--- config.mk ---
export PLATFORM = sky130hd
export DESIGN_NAME = freq_meter
export DESIGN_NICKNAME = d
export VERILOG_FILES = /design/src/rtl/freq_meter.sv
export SDC_FILE = /design/constraint.sdc
export NUM_CORES = 2
export LEC_CHECK = 0
export CAP_MARGIN = 15
export CORE_MARGIN = 5
export CORE_UTILIZATION = 58
export CTS_CLUSTER_DIAMETER = 50
export CTS_CLUSTER_SIZE = 28
export DETAILED_ROUTE_END_ITERATION = 8
export PLACE_DENSITY_LB_ADDON = 0.12
export SLEW_MARGIN = 40
export SYNTH_ARGS = -nofsm -noshare
export SYNTH_HDL_FRONTEND = slang
export SYNTH_SLANG_ARGS = --single-unit
--- constraint.sdc ---
create_clock -name clk_50M -period 7.6 [get_ports clk_50M]
set_clock_uncertainty 0.2 [all_clocks]
set_input_delay 1.52 -clock clk_50M [delete_from_list [all_inputs] [get_ports clk_50M]]
set_output_delay 1.52 -clock clk_50M [all_outputs]
set_load 0.02 [all_outputs]
--- src/rtl/freq_meter.sv ---
// Reciprocal frequency meter: counts whole input periods over a >= GATE_CYCLES gate,
// then serially divides rises*CLK_HZ by gate length to report Hz, last period and no-signal.
module freq_meter #(
  parameter int unsigned CLK_HZ      = 50_000_000,
  parameter int unsigned GATE_CYCLES = 50_000_000,
  parameter int unsigned TIMEOUT_CYC = 100_000_000
) (
  input  logic        clk_50M,
  input  logic        rst,
  input  logic        sig_in,
  input  logic        start,
  input  logic        cont,
  output logic        busy,
  output logic        valid,
  output logic [31:0] freq_hz,
  output logic [31:0] period_clks,
  output logic        no_sig
);

  localparam logic [31:0] GATE_L = 32'(GATE_CYCLES);
  localparam logic [31:0] TMO_L  = 32'(TIMEOUT_CYC);
  localparam logic [63:0] CLK_L  = 64'(CLK_HZ);

  typedef enum logic [2:0] {S_IDLE, S_ARM, S_GATE, S_DIV, S_DONE} state_t;

  state_t      state_q;
  logic        s1_q, s2_q, s3_q;
  logic [31:0] tmr_q, m_q, p_q, n_q, plast_q, mf_q, rem_q;
  logic [63:0] num_q;
  logic [5:0]  cnt_q;
  logic        busy_q, valid_q, nosig_q;
  logic [31:0] freq_q, per_q;

  logic        rise;
  logic [31:0] m_inc_d, p_inc_d;
  logic [63:0] numer_d;
  logic [32:0] trial_d, diff_d;
  logic        qbit_d;
  logic [31:0] rem_d;
  logic [63:0] num_d;

  always_comb begin
    rise    = s2_q & ~s3_q;
    m_inc_d = m_q + 32'd1;
    p_inc_d = p_q + 32'd1;
    numer_d = 64'(n_q + 32'd1) * CLK_L;
    // Remainder stays below the divisor, so the 33-bit trial minus the divisor
    // never exceeds 32 bits and its MSB is a clean borrow flag.
    trial_d = {rem_q, num_q[63]};
    diff_d  = trial_d - {1'b0, mf_q};
    qbit_d  = ~diff_d[32];
    rem_d   = qbit_d ? diff_d[31:0] : trial_d[31:0];
    num_d   = {num_q[62:0], qbit_d};
  end

  always_ff @(posedge clk_50M or negedge rst) begin
    if (!rst) begin
      state_q <= S_IDLE;
      s1_q    <= 1'b0;
      s2_q    <= 1'b0;
      s3_q    <= 1'b0;
      tmr_q   <= '0;
      m_q     <= '0;
      p_q     <= '0;
      n_q     <= '0;
      plast_q <= '0;
      mf_q    <= '0;
      rem_q   <= '0;
      num_q   <= '0;
      cnt_q   <= '0;
      busy_q  <= 1'b0;
      valid_q <= 1'b0;
      nosig_q <= 1'b0;
      freq_q  <= '0;
      per_q   <= '0;
    end else begin
      s1_q    <= sig_in;
      s2_q    <= s1_q;
      s3_q    <= s2_q;
      valid_q <= 1'b0;
      unique case (state_q)
        S_IDLE: begin
          if (start | cont) begin
            state_q <= S_ARM;
            tmr_q   <= '0;
            busy_q  <= 1'b1;
          end
        end
        S_ARM: begin
          tmr_q <= tmr_q + 32'd1;
          if (rise) begin
            state_q <= S_GATE;
            m_q     <= '0;
            n_q     <= '0;
            p_q     <= '0;
          end else if (tmr_q == TMO_L - 32'd1) begin
            state_q <= S_DONE;
            valid_q <= 1'b1;
            nosig_q <= 1'b1;
            freq_q  <= '0;
            per_q   <= '0;
          end
        end
        S_GATE: begin
          m_q <= m_inc_d;
          p_q <= p_inc_d;
          if (rise) begin
            n_q     <= n_q + 32'd1;
            plast_q <= p_inc_d;
            p_q     <= '0;
            if (m_inc_d >= GATE_L) begin
              state_q <= S_DIV;
              mf_q    <= m_inc_d;
              num_q   <= numer_d;
              rem_q   <= '0;
              cnt_q   <= '0;
            end
          end else if (m_inc_d == TMO_L) begin
            state_q <= S_DONE;
            valid_q <= 1'b1;
            nosig_q <= 1'b1;
            freq_q  <= '0;
            per_q   <= '0;
          end
        end
        S_DIV: begin
          num_q <= num_d;
          rem_q <= rem_d;
          cnt_q <= cnt_q + 6'd1;
          if (cnt_q == 6'd63) begin
            state_q <= S_DONE;
            valid_q <= 1'b1;
            nosig_q <= 1'b0;
            freq_q  <= (num_d[63:32] != 32'd0) ? 32'hFFFF_FFFF : num_d[31:0];
            per_q   <= plast_q;
          end
        end
        S_DONE: begin
          if (cont) begin
            state_q <= S_ARM;
            tmr_q   <= '0;
          end else begin
            state_q <= S_IDLE;
            busy_q  <= 1'b0;
          end
        end
        default: state_q <= S_IDLE;
      endcase
    end
  end

  assign busy        = busy_q;
  assign valid       = valid_q;
  assign freq_hz     = freq_q;
  assign period_clks = per_q;
  assign no_sig      = nosig_q;

endmodule

Word-level counts from Yosys, hierarchy flattened
Cells that the tools add are included.

cells by class
  add/subtract/negate cells = 7
  $mul = 1
  order comparisons = 1
  equal/unequal tests = 21
  multiplexer cells = 52
  bitwise operators = 4
  reduce and logical (&&, ||, !) cells = 16

operator list
  operator                                                                  number
  32-bit 2-to-1 mux                                                         15
  32-bit one-hot mux with 3 select lines                                    3
  32-bit one-hot mux with 2 select lines                                    4
  32-bit by 1-bit adder with 32-bit output (second input constant)          4
  64-bit 2-to-1 mux                                                         2
  64-bit one-hot mux with 2 select lines                                    1
  32-bit by 27-bit equality test with 1-bit output (second input constant)  2
  33-bit by 19-bit multiplier with 52-bit output (second input constant)    1
  32-bit by 1-bit adder with 33-bit output (second input constant)          1
  33-bit by 32-bit subtractor with 33-bit output                            1
  32-bit by 26-bit >= comparator with 1-bit output (second input constant)  1
  32-bit nonzero test                                                       1
  2-bit inequality test (second input constant)                             11
  3-bit 2-to-1 mux                                                          7
  3-bit one-hot mux with 5 select lines                                     1
  3-bit AND reduction                                                       5
  1-bit 2-to-1 mux                                                          13
  6-bit 2-to-1 mux                                                          2
  6-bit one-hot mux with 2 select lines                                     1
  3-bit inequality test (second input constant)                             3
  6-bit by 1-bit adder with 6-bit output (second input constant)            1
  3-bit by 2-bit equality test with 1-bit output (second input constant)    2
  6-bit equality test (second input constant)                               1
  1-bit one-hot mux with 3 select lines                                     2
  other kinds (12)                                                          17

word-level totals
  register bits = 367

Logic depth before layout (Yosys ltp)
  depth in word-level cells = 5
  mapped depth = 31
  mapped depth without buffers = 30

Worst setup path after synthesis
OpenSTA, ideal clock, no wires.

  path kind = register to register
  start point = reg n_q[1]
  end point = reg num_q[56]
  arrival = 7.840 ns
  data required time = 7.268 ns
  slack = -0.572 ns
  cell stages (with the launch flop) = 30
  path buffers = 0
  cells stage by stage = dfrtp_1 -> ha_1 -> and3_1 -> nand4_1 -> nor3_1 -> and4_1 -> and4_1 -> and2_1 -> nand4_1 -> xnor2_1 -> ha_1 -> inv_1 -> fa_1 -> inv_1 -> fa_1 -> fa_1 -> fa_1 -> inv_1 -> fa_1 -> inv_1 -> ha_1 -> a21oi_1 -> o21bai_1 -> a21o_1 -> a211oi_1 -> a31oi_1 -> a211o_1 -> a21oi_1 -> xor2_1 -> o21ai_1

between the ends
  cells in the longest elaborated chain, start to end = 5

RTL lines
  what                                            RTL line  source
  start, declared                                 28        logic [31:0] tmr_q, m_q, p_q, n_q, plast_q, mf_q, rem_q;
  start signal, assigned                          108       n_q <= n_q + 32'd1;
  32-bit by 1-bit adder with 33-bit output        46        numer_d = 64'(n_q + 32'd1) * CLK_L;
  33-bit by 19-bit multiplier with 52-bit output  46
  64-bit 2-to-1 mux                               111       if (m_inc_d >= GATE_L) begin
  64-bit 2-to-1 mux                               107       if (rise) begin
  64-bit one-hot mux with 2 select lines          81        unique case (state_q)
  end signal, assigned                            114       num_q <= numer_d;
  end signal, assigned                            127       num_q <= num_d;
  end, declared                                   29        logic [63:0] num_q;

No other way between the ends. The select of a mux whose other input is x is not followed.
A chain may end at the register's enable or synchronous reset.

Worst setup path in the final report
  start point = reg n_q[0]
  end point = reg num_q[56]

The elaborated chain is that of the path after synthesis.

==> results.tsv <==
stage	metric	value	unit
run_status	status	finished with violations	
run_status	violations	setup timing	
die	ioPinCount	72	
synthesis	netlist_instances	3253	
synthesis	async_reset_ff_share	100	%
placement	gp_congestion	0.933	
job	drv_cap	0	
synthesis	avgSynthCellArea	9.45	sq um
synthesis	yosys.area.top_type	dfrtp_1	
layout	final_area	0.0370	sq mm
sta	setup_violations	1	
clock_tree	postCtsHoldBufs	0	
die	die_area	0.0577	sq mm
synthesis	yosys_warnings	0	
sta	period_needed	7.64	ns
synthesis	syn_nets	3781	
global_routing	grt_first_pass_wirelength	130000	microns
power_and_ir_drop	power	7.93	mW
min_path	min_path_type	flop to flop	
clock_tree	clock_sinks	367	
routing	vias	24300	
die	die_x	240	microns
synthesis	ys_seq_area_share	29.9	%
global_routing	grt_overflow	0	
power_and_ir_drop	pwr_density_cell	214	mW/mm^2
synthesis	synth-seq-cells	367	
critical_path	worstPathRequired	7.85	ns
critical_path	max_stage_delay	0.57	ns
placement	place_area	0.0341	sq mm
synthesis	synth_top_area_share	29.9	%
routing	antenna_left	0	
sta	rsz0062_at_grt	yes	
synthesis	ys_top_cells_by_area	dfrtp_1 (30%), fa_1 (19%), ha_1 (9.6%)	
critical_path	cp-end-kind	flop	
placement	io_buffers	71	
layout	drive_gt1_share	17.2	%
sta	drv_slew	0	
critical_path	worst_setup_path_start_kind	flop	
routing	vias_per_cell	5.65	
die	coreArea	0.0526	sq mm
critical_path	startpoint	n_q[0]	
layout	antenna_cells	0	
power_and_ir_drop	irDropWorstVdd	0.385	mV
sta	fin_crit_sh	101	%
critical_path	r2r_slack	-0.04	ns
routing	detail_route.iter0.violations	1849	
clock_tree	cts_buffers	43	
critical_path	critPathMostFrequentCell	fa_1	
synthesis	synth_edf_count	0	
die	die_h	240	microns
critical_path	rr_endpoint	num_q[56]	
clock_tree	cts_buffer_depth	3	
clock_tree	cts_tree	yes	
sta	fmax	0.131	GHz
clock_tree	htreeDepth	2	
global_routing	first_global_vias	24900	
critical_path	reg2reg_depth	28	
routing	drc	0	
synthesis	syn-cell-area	0.0307	sq mm
critical_path	crit_path_max_fanout	4	
sta	setup_ws	-0.0412	ns
critical_path	endpoint	num_q[56]	
critical_path	path_class	flop to flop	
critical_path	regToRegStartpoint	n_q[0]	
critical_path	crit_arrival	7.89	ns
layout	nNetsFinal	4099	
global_routing	grt_max_degree	161	
clock_tree	clk_pin_slew	0.07	ns
synthesis	synth_cell_types	79	
synthesis	synthFlopType	dfrtp_1	
sta	slew_headroom	43.3	%
placement	hpwl	59700	microns
die	rows	84	
clock_tree	clock_latency	0.58	ns
sta	hold_viol_final	0	
layout	syn_to_final_growth	20.5	%
sta	tightest_slew	0.850	ns
power_and_ir_drop	power.leakage	19.0	nW
global_routing	grt_use_total	27.6	%
routing	wirelength	78300	microns
routing	first_pass_iters	5	
layout	fillCellCount	4094	
clock_tree	clockRootBuffer	clkbuf_16	
routing	wl_per_cell	18.2	microns
die	start_util	58.5	%
global_routing	antenna_found_initial	1	
critical_path	crit_slowest_cell	fa_1	
[through the flow]
stage | TNS (ns) | worst slack, ns | util (%) | hold WS [ns] | cells
2_1_floorplan | -0.131 | -0.131 | - | 0.131 | 3253
4_1_cts | -0.0135 | -0.00440 | 68.5 | 0.181 | 4270
6_report | -0.0412 | -0.0412 | 70.5 | 0.178 | 4293
3_3_place_gp | -1.93 | -0.340 | 64.9 | 0.146 | 4177
5_1_grt | -2.67 | -0.393 | 70.5 | 0.183 | 4293
3_5_place_dp | -3.22 | -0.523 | 65.0 | 0.166 | 4177
[critical path: cells and delay by family, from the launching register on]
| kind | cells | cell delay (ns) |
|---|---|---|
| fa+ha+maj | 8 | 3.37 |
| compound gates | 7 | 1.42 |
| simple gates | 6 | 1.32 |
| xor+xnor | 2 | 0.48 |
| flops | 1 | 0.37 |
| buf+inv | 5 | 0.32 |
[registers in the layout, summed over array words and instances, names as in the netlist, 6 cells and up]
| signal | flops |
|---|---|
| m_q | 32 |
| period_clks | 32 |
| freq_hz | 32 |
| rem_q | 32 |
| num_q | 64 |
| n_q | 32 |
| plast_q | 32 |
| mf_q | 32 |
| p_q | 32 |
| cnt_q | 6 |
| tmr_q | 32 |
[cell type report]
class / count / area (sq um) / area share (%)
clock inverters: 29 / 342 / 0.923
flip-flops and latches: 367 / 9180 / 24.8
clock buffers: 50 / 1140 / 3.09
well taps: 688 / 861 / 2.32
repair buffers: 399 / 3290 / 8.89
inverters: 492 / 1850 / 4.99
multi-input cells: 2268 / 20400 / 55.0
[where the power goes]
group	switching, mW	internal, mW
clock network	0.958	1.17
logic	2.21	1.46
registers	0.107	2.03
[kinds of logic (layout without fill, tap and decap cells)]
family	Yosys count	count (layout)	synth area share [%]
compound gates	695	695	13.9
xor+xnor	220	220	6.27
fa+ha+maj	523	523	28.3
buf+inv	618	970	7.83
flops	367	367	29.9
mux	66	66	2.16
simple gates	764	764	11.6
[layout by cell type, fill, tap and decap left out, drive strengths merged, types with 64 or more instances in the layout]
cell / n
inv: 502
dfrtp: 367
buf: 329
o21ai: 296
fa: 286
nand2: 282
ha: 237
nor2: 210
xnor2: 120
xor2: 100
a21oi: 99
clkdlybuf4s50: 70
mux2i: 64
[synth_stat cells (6+ instances only)]
cell,n
nor4_1,15
nand2_1,282
nand4_1,33
o21ai_0,236
nand3_1,63
o21a_1,14
xor2_1,100
o21ai_1,60
clkbuf_1,81
xnor2_1,120
ha_1,237
and2_1,13
a21oi_1,99
a22o_1,26
o31ai_1,31
a31oi_1,11
o21bai_1,15
fa_1,286
nand2b_1,10
o211ai_1,6
o22ai_1,35
buf_2,36
mux2i_1,64
a22oi_1,53
and4_1,13
or3_1,12
a211oi_1,10
inv_1,490
dfrtp_1,367
nor3_1,28
nor2b_1,10
nor2_1,209
and3_1,41
a21o_1,51
[metal layers]
layer  routed length, microns  part of all wire [%]  GRT usage [%]  vias to the layer above
met4                     2040                   2.6           6.77                        0
met3                     3280                   4.2           3.12                      117
met1                    34800                    44           38.9                    12200
met2                    38200                    49           46.2                      498
li1                         -                     -              -                    11500
met5                        0                     0              0                        -
[what timing repair did]
item | CTS | global route
endpoints found under the setup margin | 17 | 18
gates resized for setup | 55 | 164
setup buffers | 14 | 23
pin swaps | 39 | 95
[worst min-delay path by stage]
stage / start / to / slack (ns) / depth (start not counted)
finish: s1_q / s2_q / 0.18 / 0
global placement: s1_q / s2_q / 0.15 / 0
CTS: s1_q / s2_q / 0.18 / 0
floorplan: s1_q / s2_q / 0.13 / 0
detailed placement: s1_q / s2_q / 0.17 / 0
global route: s1_q / s2_q / 0.18 / 0
(Power assumes the default switching activity.)
